===== config.mk =====
export PLATFORM = sky130hd
export DESIGN_NAME = vu_bar_renderer_flat
export DESIGN_NICKNAME = d
export VERILOG_FILES = /design/src/rtl/vu_pkg.sv /design/src/rtl/vu_bar_renderer_if.sv /design/src/rtl/vu_peak_hold.sv /design/src/rtl/vu_bar_renderer.sv /design/src/flat_wrapper.sv
export SDC_FILE = /design/constraint.sdc
export NUM_CORES = 1
export LEC_CHECK = 0
export BUFFER_PORTS_ARGS = -buffer_cell sky130_fd_sc_hd__buf_2
export CORE_MARGIN = 3
export CORE_UTILIZATION = 48
export CTS_CLUSTER_DIAMETER = 100
export DETAILED_ROUTE_END_ITERATION = 8
export PLACE_DENSITY = 0.89
export SLEW_MARGIN = 25
export SYNTH_ARGS = -nofsm -noshare
export SYNTH_HDL_FRONTEND = slang
export SYNTH_SLANG_ARGS = --single-unit

===== constraint.sdc =====
create_clock -name pixel_clock -period 2.2 [get_ports pixel_clock]
set_clock_uncertainty 0.05 [all_clocks]
set_input_delay 0 -clock pixel_clock [delete_from_list [all_inputs] [get_ports pixel_clock]]
set_output_delay 0 -clock pixel_clock [all_outputs]
set_load 0.02 [all_outputs]

===== src/rtl/vu_pkg.sv =====
// rtl/vu_pkg.sv - shared colours, pixel type and zone defaults for the VU bar renderer
package vu_pkg;

    typedef struct packed {
        logic [2:0] r;
        logic [2:0] g;
        logic [1:0] b;
    } rgb332_t;

    localparam rgb332_t BLACK  = 8'b000_000_00;
    localparam rgb332_t GREEN  = 8'b000_111_00;
    localparam rgb332_t YELLOW = 8'b111_111_00;
    localparam rgb332_t RED    = 8'b111_000_00;
    localparam rgb332_t WHITE  = 8'b111_111_11;
    localparam rgb332_t GREY   = 8'b010_010_01;

    localparam int DEF_GREEN_END  = 448;
    localparam int DEF_YELLOW_END = 576;

endpackage


===== src/rtl/vu_bar_renderer_if.sv =====
// rtl/vu_bar_renderer_if.sv - level, timing and RGB332 pixel signals of the VU bar renderer
// master: meter front-end / timing side, drives level and position, receives pixel colour
// slave : renderer, consumes level and position, drives red/green/blue
interface vu_bar_renderer_if #(
    parameter int POS_W = 10,
    parameter int LVL_W = 10
);
    logic [LVL_W-1:0] level_in;
    logic             level_valid;
    logic             frame_start;
    logic             de;
    logic [POS_W-1:0] h_pos;
    logic [POS_W-1:0] v_pos;
    logic [2:0]       red;
    logic [2:0]       green;
    logic [1:0]       blue;

    modport master (
        output level_in, level_valid, frame_start, de, h_pos, v_pos,
        input  red, green, blue
    );

    modport slave (
        input  level_in, level_valid, frame_start, de, h_pos, v_pos,
        output red, green, blue
    );
endinterface


===== src/rtl/vu_peak_hold.sv =====
// rtl/vu_peak_hold.sv - peak-hold register with hold timer and linear decay, updated per frame
// Ports:
//   pixel_clock  in   clock
//   reset        in   synchronous, active-high
//   frame_start  in   one-cycle frame pulse; the only cycle in which state changes
//   level        in   effective (saturated) level of the frame being started
//   peak         out  current peak position in pixels
module vu_peak_hold #(
    parameter int LVL_W       = 10,
    parameter int HOLD_FRAMES = 30,
    parameter int DECAY_STEP  = 4
) (
    input  logic             pixel_clock,
    input  logic             reset,
    input  logic             frame_start,
    input  logic [LVL_W-1:0] level,
    output logic [LVL_W-1:0] peak
);

    localparam int HOLD_W = $clog2(HOLD_FRAMES + 1);

    logic [HOLD_W-1:0] hold_cnt;
    logic [LVL_W:0]    peak_w;
    logic [LVL_W:0]    floor_w;
    logic [LVL_W-1:0]  decayed;

    // One extra bit so peak-DECAY_STEP cannot wrap: if the peak is closer to
    // the level than one step, it lands exactly on the level.
    assign peak_w  = {1'b0, peak};
    assign floor_w = {1'b0, level} + (LVL_W + 1)'(DECAY_STEP);
    assign decayed = (peak_w < floor_w) ? level
                                        : LVL_W'(peak_w - (LVL_W + 1)'(DECAY_STEP));

    always_ff @(posedge pixel_clock) begin
        if (reset) begin
            peak     <= '0;
            hold_cnt <= '0;
        end else if (frame_start) begin
            if (level >= peak) begin
                peak     <= level;
                hold_cnt <= HOLD_W'(HOLD_FRAMES);
            end else if (hold_cnt != '0) begin
                hold_cnt <= hold_cnt - HOLD_W'(1);
            end else begin
                peak <= decayed;
            end
        end
    end

endmodule


===== src/rtl/vu_bar_renderer.sv =====
// rtl/vu_bar_renderer.sv - RGB332 horizontal VU bar with colour zones, unlit track and peak marker
// Optional feature macro: VU_PEAK_HOLD_EN (peak-hold marker; absent when undefined)
// Ports:
//   pixel_clock  in   pixel clock, only clock
//   reset        in   synchronous, active-high
//   bus          slave modport of vu_bar_renderer_if:
//                level_in/level_valid  meter level in pixels and its strobe
//                frame_start           first cycle of each frame
//                de/h_pos/v_pos        display enable and active-area position
//                red/green/blue        registered pixel colour, 1 cycle after position
module vu_bar_renderer
    import vu_pkg::*;
#(
    parameter int H_ACT       = 640,
    parameter int POS_W       = 10,
    parameter int LVL_W       = 10,
    parameter int BAR_Y0      = 200,
    parameter int BAR_H       = 80,
    parameter int GREEN_END   = DEF_GREEN_END,
    parameter int YELLOW_END  = DEF_YELLOW_END,
    parameter int HOLD_FRAMES = 30,
    parameter int DECAY_STEP  = 4,
    parameter int PEAK_W      = 2
) (
    input  logic             pixel_clock,
    input  logic             reset,
    vu_bar_renderer_if.slave bus
);

    logic [LVL_W-1:0] sat_lvl;
    logic [LVL_W-1:0] eff_lvl;
    logic [LVL_W-1:0] pending_lvl;
    logic [LVL_W-1:0] disp_lvl;
    logic             disp_on;
    rgb332_t          pix;
    rgb332_t          rgb_q;

    logic [31:0] hx;
    logic [31:0] vy;
    logic [31:0] lit;
    logic        in_rows;

    assign sat_lvl = (32'(bus.level_in) > 32'(H_ACT)) ? LVL_W'(H_ACT) : bus.level_in;
    // A level arriving together with frame_start is used for that frame directly.
    assign eff_lvl = bus.level_valid ? sat_lvl : pending_lvl;

    assign hx      = 32'(bus.h_pos);
    assign vy      = 32'(bus.v_pos);
    assign lit     = 32'(disp_lvl);
    assign in_rows = (vy >= 32'(BAR_Y0)) && (vy < 32'(BAR_Y0 + BAR_H));

`ifdef VU_PEAK_HOLD_EN
    logic [LVL_W-1:0] peak;
    logic [31:0]      pk;
    logic             on_marker;

    vu_peak_hold #(
        .LVL_W       (LVL_W),
        .HOLD_FRAMES (HOLD_FRAMES),
        .DECAY_STEP  (DECAY_STEP)
    ) u_peak_hold (
        .pixel_clock (pixel_clock),
        .reset       (reset),
        .frame_start (bus.frame_start),
        .level       (eff_lvl),
        .peak        (peak)
    );

    assign pk        = 32'(peak);
    assign on_marker = (pk >= 32'(PEAK_W)) && (hx + 32'(PEAK_W) >= pk) && (hx < pk);
`endif

    always_comb begin
        pix = GREY;
        // disp_on blanks the bar after reset until the first frame has been latched.
        if (!disp_on || !bus.de || !in_rows) begin
            pix = BLACK;
`ifdef VU_PEAK_HOLD_EN
        end else if (on_marker) begin
            pix = WHITE;
`endif
        end else if (hx < lit) begin
            if (hx < 32'(GREEN_END)) begin
                pix = GREEN;
            end else if (hx < 32'(YELLOW_END)) begin
                pix = YELLOW;
            end else begin
                pix = RED;
            end
        end
    end

    always_ff @(posedge pixel_clock) begin
        if (reset) begin
            pending_lvl <= '0;
            disp_lvl    <= '0;
            disp_on     <= 1'b0;
            rgb_q       <= BLACK;
        end else begin
            if (bus.level_valid) begin
                pending_lvl <= sat_lvl;
            end
            if (bus.frame_start) begin
                disp_lvl <= eff_lvl;
                disp_on  <= 1'b1;
            end
            rgb_q <= pix;
        end
    end

    assign bus.red   = rgb_q.r;
    assign bus.green = rgb_q.g;
    assign bus.blue  = rgb_q.b;

endmodule


===== src/flat_wrapper.sv =====
// flat-port wrapper written by rule: the top's interface ports become plain ports
module vu_bar_renderer_flat import vu_pkg::*;
#(
    parameter int H_ACT       = 640,
    parameter int POS_W       = 10,
    parameter int LVL_W       = 10,
    parameter int BAR_Y0      = 200,
    parameter int BAR_H       = 80,
    parameter int GREEN_END   = DEF_GREEN_END,
    parameter int YELLOW_END  = DEF_YELLOW_END,
    parameter int HOLD_FRAMES = 30,
    parameter int DECAY_STEP  = 4,
    parameter int PEAK_W      = 2
)
  (pixel_clock, reset, bus_level_in, bus_level_valid, bus_frame_start, bus_de, bus_h_pos, bus_v_pos, bus_red, bus_green, bus_blue);
  vu_bar_renderer_if #(.POS_W(POS_W), .LVL_W(LVL_W)) bus_i ();
  input  logic pixel_clock;
  input  logic reset;
  input wire logic [$bits(bus_i.level_in)-1:0] bus_level_in;
  input wire logic [$bits(bus_i.level_valid)-1:0] bus_level_valid;
  input wire logic [$bits(bus_i.frame_start)-1:0] bus_frame_start;
  input wire logic [$bits(bus_i.de)-1:0] bus_de;
  input wire logic [$bits(bus_i.h_pos)-1:0] bus_h_pos;
  input wire logic [$bits(bus_i.v_pos)-1:0] bus_v_pos;
  output wire logic [$bits(bus_i.red)-1:0] bus_red;
  output wire logic [$bits(bus_i.green)-1:0] bus_green;
  output wire logic [$bits(bus_i.blue)-1:0] bus_blue;
  assign bus_i.level_in = bus_level_in;
  assign bus_i.level_valid = bus_level_valid;
  assign bus_i.frame_start = bus_frame_start;
  assign bus_i.de = bus_de;
  assign bus_i.h_pos = bus_h_pos;
  assign bus_i.v_pos = bus_v_pos;
  assign bus_red = bus_i.red;
  assign bus_green = bus_i.green;
  assign bus_blue = bus_i.blue;
  vu_bar_renderer #(.H_ACT(H_ACT), .POS_W(POS_W), .LVL_W(LVL_W), .BAR_Y0(BAR_Y0), .BAR_H(BAR_H), .GREEN_END(GREEN_END), .YELLOW_END(YELLOW_END), .HOLD_FRAMES(HOLD_FRAMES), .DECAY_STEP(DECAY_STEP), .PEAK_W(PEAK_W)) u_core (.pixel_clock(pixel_clock), .reset(reset), .bus(bus_i));
endmodule

# Word-level counts from Yosys, hierarchy flattened
# Cells that the tools add are included.
# word_totals
register_bits	29
output_inout_bits	8
# op_classes
magnitude_cmp	6
mux	5
bitwise_logic	1
n_reduce_logical	9
# op_table
cell	n
$lt A10 B9 Y1 const B	2
$mux W10	2
$mux W7	2
$ge A10 B8 Y1 const B	1
$gt A10 B10 Y1 const B	1
$lt A10 B10 Y1	1
$lt A10 B10 Y1 const B	1
$mux W5	1
$reduce_or A4 Y1	1
$logic_not A1 Y1	3
$reduce_or A3 Y1	1
$logic_or A1 B1 Y1	2
$reduce_or A2 Y1	1
$logic_and A1 B1 Y1	1
$not A1 Y1	1

# Logic depth before layout (Yosys ltp)
# logic_depth
word_depth	5
ltp_mapped	6
ltp_nobuf	6

# Least setup slack after synthesis
# OpenSTA, ideal clock, no wires.
# synth_path
kind	register to register
from	register u_core.disp_lvl[9]
to	register u_core.rgb_q, in the netlist u_core.bus.red[0]
setup_ns	0.117
arrival_ns	1.397
required_time_ns	2.033
path_slack_ns	0.636
path_stages_with_launch	6
n_path_buf	0
synth_period_minus_slack_ns	1.564
cell_sequence	dfxtp_1 -> inv_1 -> ha_1 -> nand4_1 -> o41a_1 -> and4b_1
# synth_between
elab_chain_len	3
# synth_rtl
element	line	rtl
start, declared	vu_bar_renderer.sv:33	logic [LVL_W-1:0] disp_lvl;
start signal, assigned	vu_bar_renderer.sv:104	disp_lvl <= eff_lvl;
$lt A10 B10 Y1	vu_bar_renderer.sv:82	end else if (hx < lit) begin
$not A1 Y1 (no source line)	--	
$reduce_or A4 Y1 (no source line)	--	
end signal, assigned	vu_bar_renderer.sv:107	rgb_q <= pix;
end, declared	vu_bar_renderer.sv:36	rgb332_t rgb_q;
# No other way between the ends.
# A chain may end at the register's enable or synchronous reset.

# Final worst setup path
# Ends and elaborated chain as after synthesis.

==> impl_metrics.py <==
metrics = {
    "outcome": {
        "status": "completed",
    },
    "cts": {
        "htreeDepth": 1,
        "tritoncts": "done",
        "cts-resized-gates": 0,
        "clk_latency_ns": 0.32,
        "clockRootBuffer": "clkbuf_4",
        "postCtsHoldBufs": 13,
        "postCtsSetupBuffers": 0,
        "cts_made_buffers": 3,
        "clock_path_buffers": 2,
        "clkSinkCount": 26,
        "clk_pin_slew_worst_paths_ns": 0.14,
    },
    "global_route": {
        "antenna_found_initial": 0,
        "grt_overflow": 0,
        "grt_pass1_wl_mm": 4.47,
        "grtUsageTotal_pct": 17.3,
        "grt_max_degree": 23,
        "first_global_vias": 1069,
    },
    "job": {
        "maxCapViolations": 0,
    },
    "yosys": {
        "syn-cell-area_mm2": 0.00121,
        "synth_cells": 137,
        "yosys_register_bits": 26,
        "syn_avg_cell_area_um2": 8.83,
        "ys.warnings.count": 0,
        "synth.net_count": 181,
        "synth_edf_count": 0,
        "ys_seq_area_share_pct": 43.0,
        "synthArstFlopShare_pct": 0,
        "synth_flop_cell": "dfxtp_1",
        "synth.distinct_cells": 27,
    },
    "placement": {
        "place_area_mm2": 0.00139,
        "dp_hpwl_mm": 2.01,
        "detailedPlace.worstSlack_ns": 0.497,
        "place_congestion": 0.747,
        "port_buffers": 38,
    },
    "pwr": {
        "cellPowerDensity_mw_per_mm2": 632,
        "power_uw": 994,
        "p_leak_uw": 0.000700,
        "vdd_drop_max_v": 0.000593,
    },
    "drt": {
        "first_pass_iters": 5,
        "vias": 1108,
        "wirelength_mm": 2.64,
        "antenna_left": 0,
        "drt_iter0_markers": 9,
        "avgViaCountPerCell": 5.25,
        "avgRoutedWirePerCell_um": 12.5,
        "drcViolationCount": 0,
    },
    "sta": {
        "slew_violations": 0,
        "finalSetupViolations": 0,
        "layout_setup_ws_ns": 0.478,
        "fin_crit_ns": 1.72,
        "tns_ns": 0,
        "rsz0062_at_grt": "false",
        "layout_worst_path_cycle_share_pct": 78.3,
        "hold_violations": 0,
        "fmax_mhz": 581,
    },
    "finish": {
        "antennaDiodeCount": 0,
        "multi_input_area_um2": 607,
        "final_core_util_pct": 68.5,
        "fillerInstances": 193,
        "layout.nets": 228,
        "regArea_um2": 520,
        "area_delta_synth_final_pct": 30.0,
        "design_area_mm2": 0.00157,
        "drive_gt1_share_pct": 25.1,
    },
    "critical_path": {
        "setup.worst_path.start": "u_core.disp_lvl[9]",
        "rr_startpoint": "u_core.disp_lvl[9]",
        "reg2reg_to": "u_core.bus.red[0]",
        "start_kind": "flip-flop",
        "crit_arrival_ns": 1.90,
        "cpMaxStageDelayCell": "o41a_1",
        "end_kind": "flip-flop",
        "r2r_slack_ns": 0.48,
        "crit_type": "reg2reg",
        "cp-endpoint": "u_core.bus.red[0]",
        "cpPeakStageDelay_ns": 0.52,
        "ff2ff_path_depth": 5,
        "crit_fanout": 5,
        "cp.required_ns": 2.38,
        "cp_cell_sequence": "inv_1 -> ha_1 -> nand4_1 -> o41a_1 -> and4b_1",
    },
    "floorplanning": {
        "io_pins": 43,
        "start_util_pct": 52.7,
        "die-area_mm2": 0.00316,
        "die_x_um": 56.2,
        "fp.dieH_um": 56.2,
        "placementRows": 17,
        "core_area_mm2": 0.00230,
    },
    "worst_hold_path": {
        "holdCritPathClass": "in2reg",
    },
}
[report_power, final]
part | internal (µW) | leakage, µW | total (µW) | switching [µW]
Sequential | 494 | 0.000213 | 503 | 9.22
Clock | 184 | 0.0000279 | 325 | 141
Combinational | 80.9 | 0.000458 | 165 | 84.5
Total | 759 | 0.000700 | 994 | 235
[area by class of cell]
type | instances | area share (%)
clock inverters | 1 | 1.91
repair buffers | 51 | 20.4
multi-input cells | 92 | 38.6
flip-flops and latches | 26 | 33.1
inverters | 10 | 2.39
well taps | 28 | 2.23
clock buffers | 3 | 1.43
[worst min-delay path by stage]
stage / startpoint / end / cells after the start
CTS: reset / u_core.pending_lvl[0] / 2
detailed placement: bus_level_in[1] / u_core.pending_lvl[1] / 3
global route: reset / u_core.pending_lvl[2] / 2
global placement: bus_level_in[2] / u_core.pending_lvl[2] / 3
floorplan: reset / u_core.pending_lvl[7] / 1
finish: reset / u_core.disp_on / 2
[kinds of logic (layout without fill, tap and decap cells)]
| group | after synthesis | in the layout | share of synthesized area (%) |
|---|---|---|---|
| adders and majority gates | 9 | 9 | 9.31 |
| AOI/OAI and AO/OA | 34 | 34 | 18.7 |
| DFF | 26 | 26 | 43.0 |
| muxes | 3 | 3 | 2.48 |
| other | 1 | 1 | 0.310 |
| and+or+nand+nor | 45 | 45 | 19.3 |
| buffers and inverters | 19 | 65 | 6.83 |
[cell usage after synthesis (all sizes together) (2+ instances only)]
| cell type | instances | area, µm² |
|---|---|---|
| dfxtp | 26 | 521 |
| nor2 | 23 | 86.3 |
| a21oi | 15 | 78.8 |
| inv | 10 | 37.5 |
| nor2b | 10 | 62.6 |
| a211oi | 9 | 67.6 |
| ha | 9 | 113 |
| clkbuf | 6 | 22.5 |
| a31oi | 3 | 18.8 |
| buf | 3 | 22.5 |
| mux2i | 3 | 30.0 |
| nand2 | 3 | 11.3 |
| nand2b | 2 | 12.5 |
| nor3 | 2 | 10.0 |
| o21ai | 2 | 10.0 |
[through the flow]
stage	hold WS, ns	std cells
2_1_floorplan	0.0216	137
3_3_place_gp	0.201	194
5_1_grt	0.0107	211
4_1_cts	0.00694	211
6_report	0.00161	211
3_5_place_dp	0.212	194
[sequential cells by signal, indices dropped and copies added (netlist names)]
| name | count |
|---|---|
| u_core.disp_lvl | 10 |
| u_core.bus.blue | 1 |
| u_core.disp_on | 1 |
| u_core.bus.red | 2 |
| u_core.pending_lvl | 10 |
| u_core.bus.green | 2 |
[routing by layer]
metal	vias up	GRT usage, %	wire length [µm]
li1	563	-	-
met1	507	18.6	1080
met2	34	33.6	1390
met3	4	5.34	148
met4	0	2.03	27
met5	-	0	0
[worst max-delay path: cells and delay by family (launching register included)]
kind	cells	cell delay, ns
AO/OA/AOI/OAI	1	0.52
adder cells (fa/ha/maj)	1	0.29
buffers and inverters	1	0.05
flip-flops	1	0.37
AND/OR/NAND/NOR	2	0.36
[layout by cell type (no fill, tap or decap), drive strengths merged]
| master | instances |
|---|---|
| nor2b | 10 |
| nand2 | 3 |
| dlygate4sd3 | 13 |
| dfxtp | 26 |
| conb | 1 |
| o2111ai | 1 |
| and2 | 1 |
| inv | 10 |
| mux2i | 3 |
| a31oi | 3 |
| or4b | 1 |
| nand2b | 2 |
| bufinv | 1 |
| buf | 38 |
| and4b | 1 |
| nand4 | 1 |
| nor4b | 1 |
| nor2 | 23 |
| ha | 9 |
| a21oi | 15 |
| a211o | 1 |
| o41a | 1 |
| clkbuf | 3 |
| o21a | 1 |
| o31a | 1 |
| o21ai | 2 |
| a211oi | 9 |
| nor3 | 2 |
Note: power is estimated with default switching activity, not from simulation.
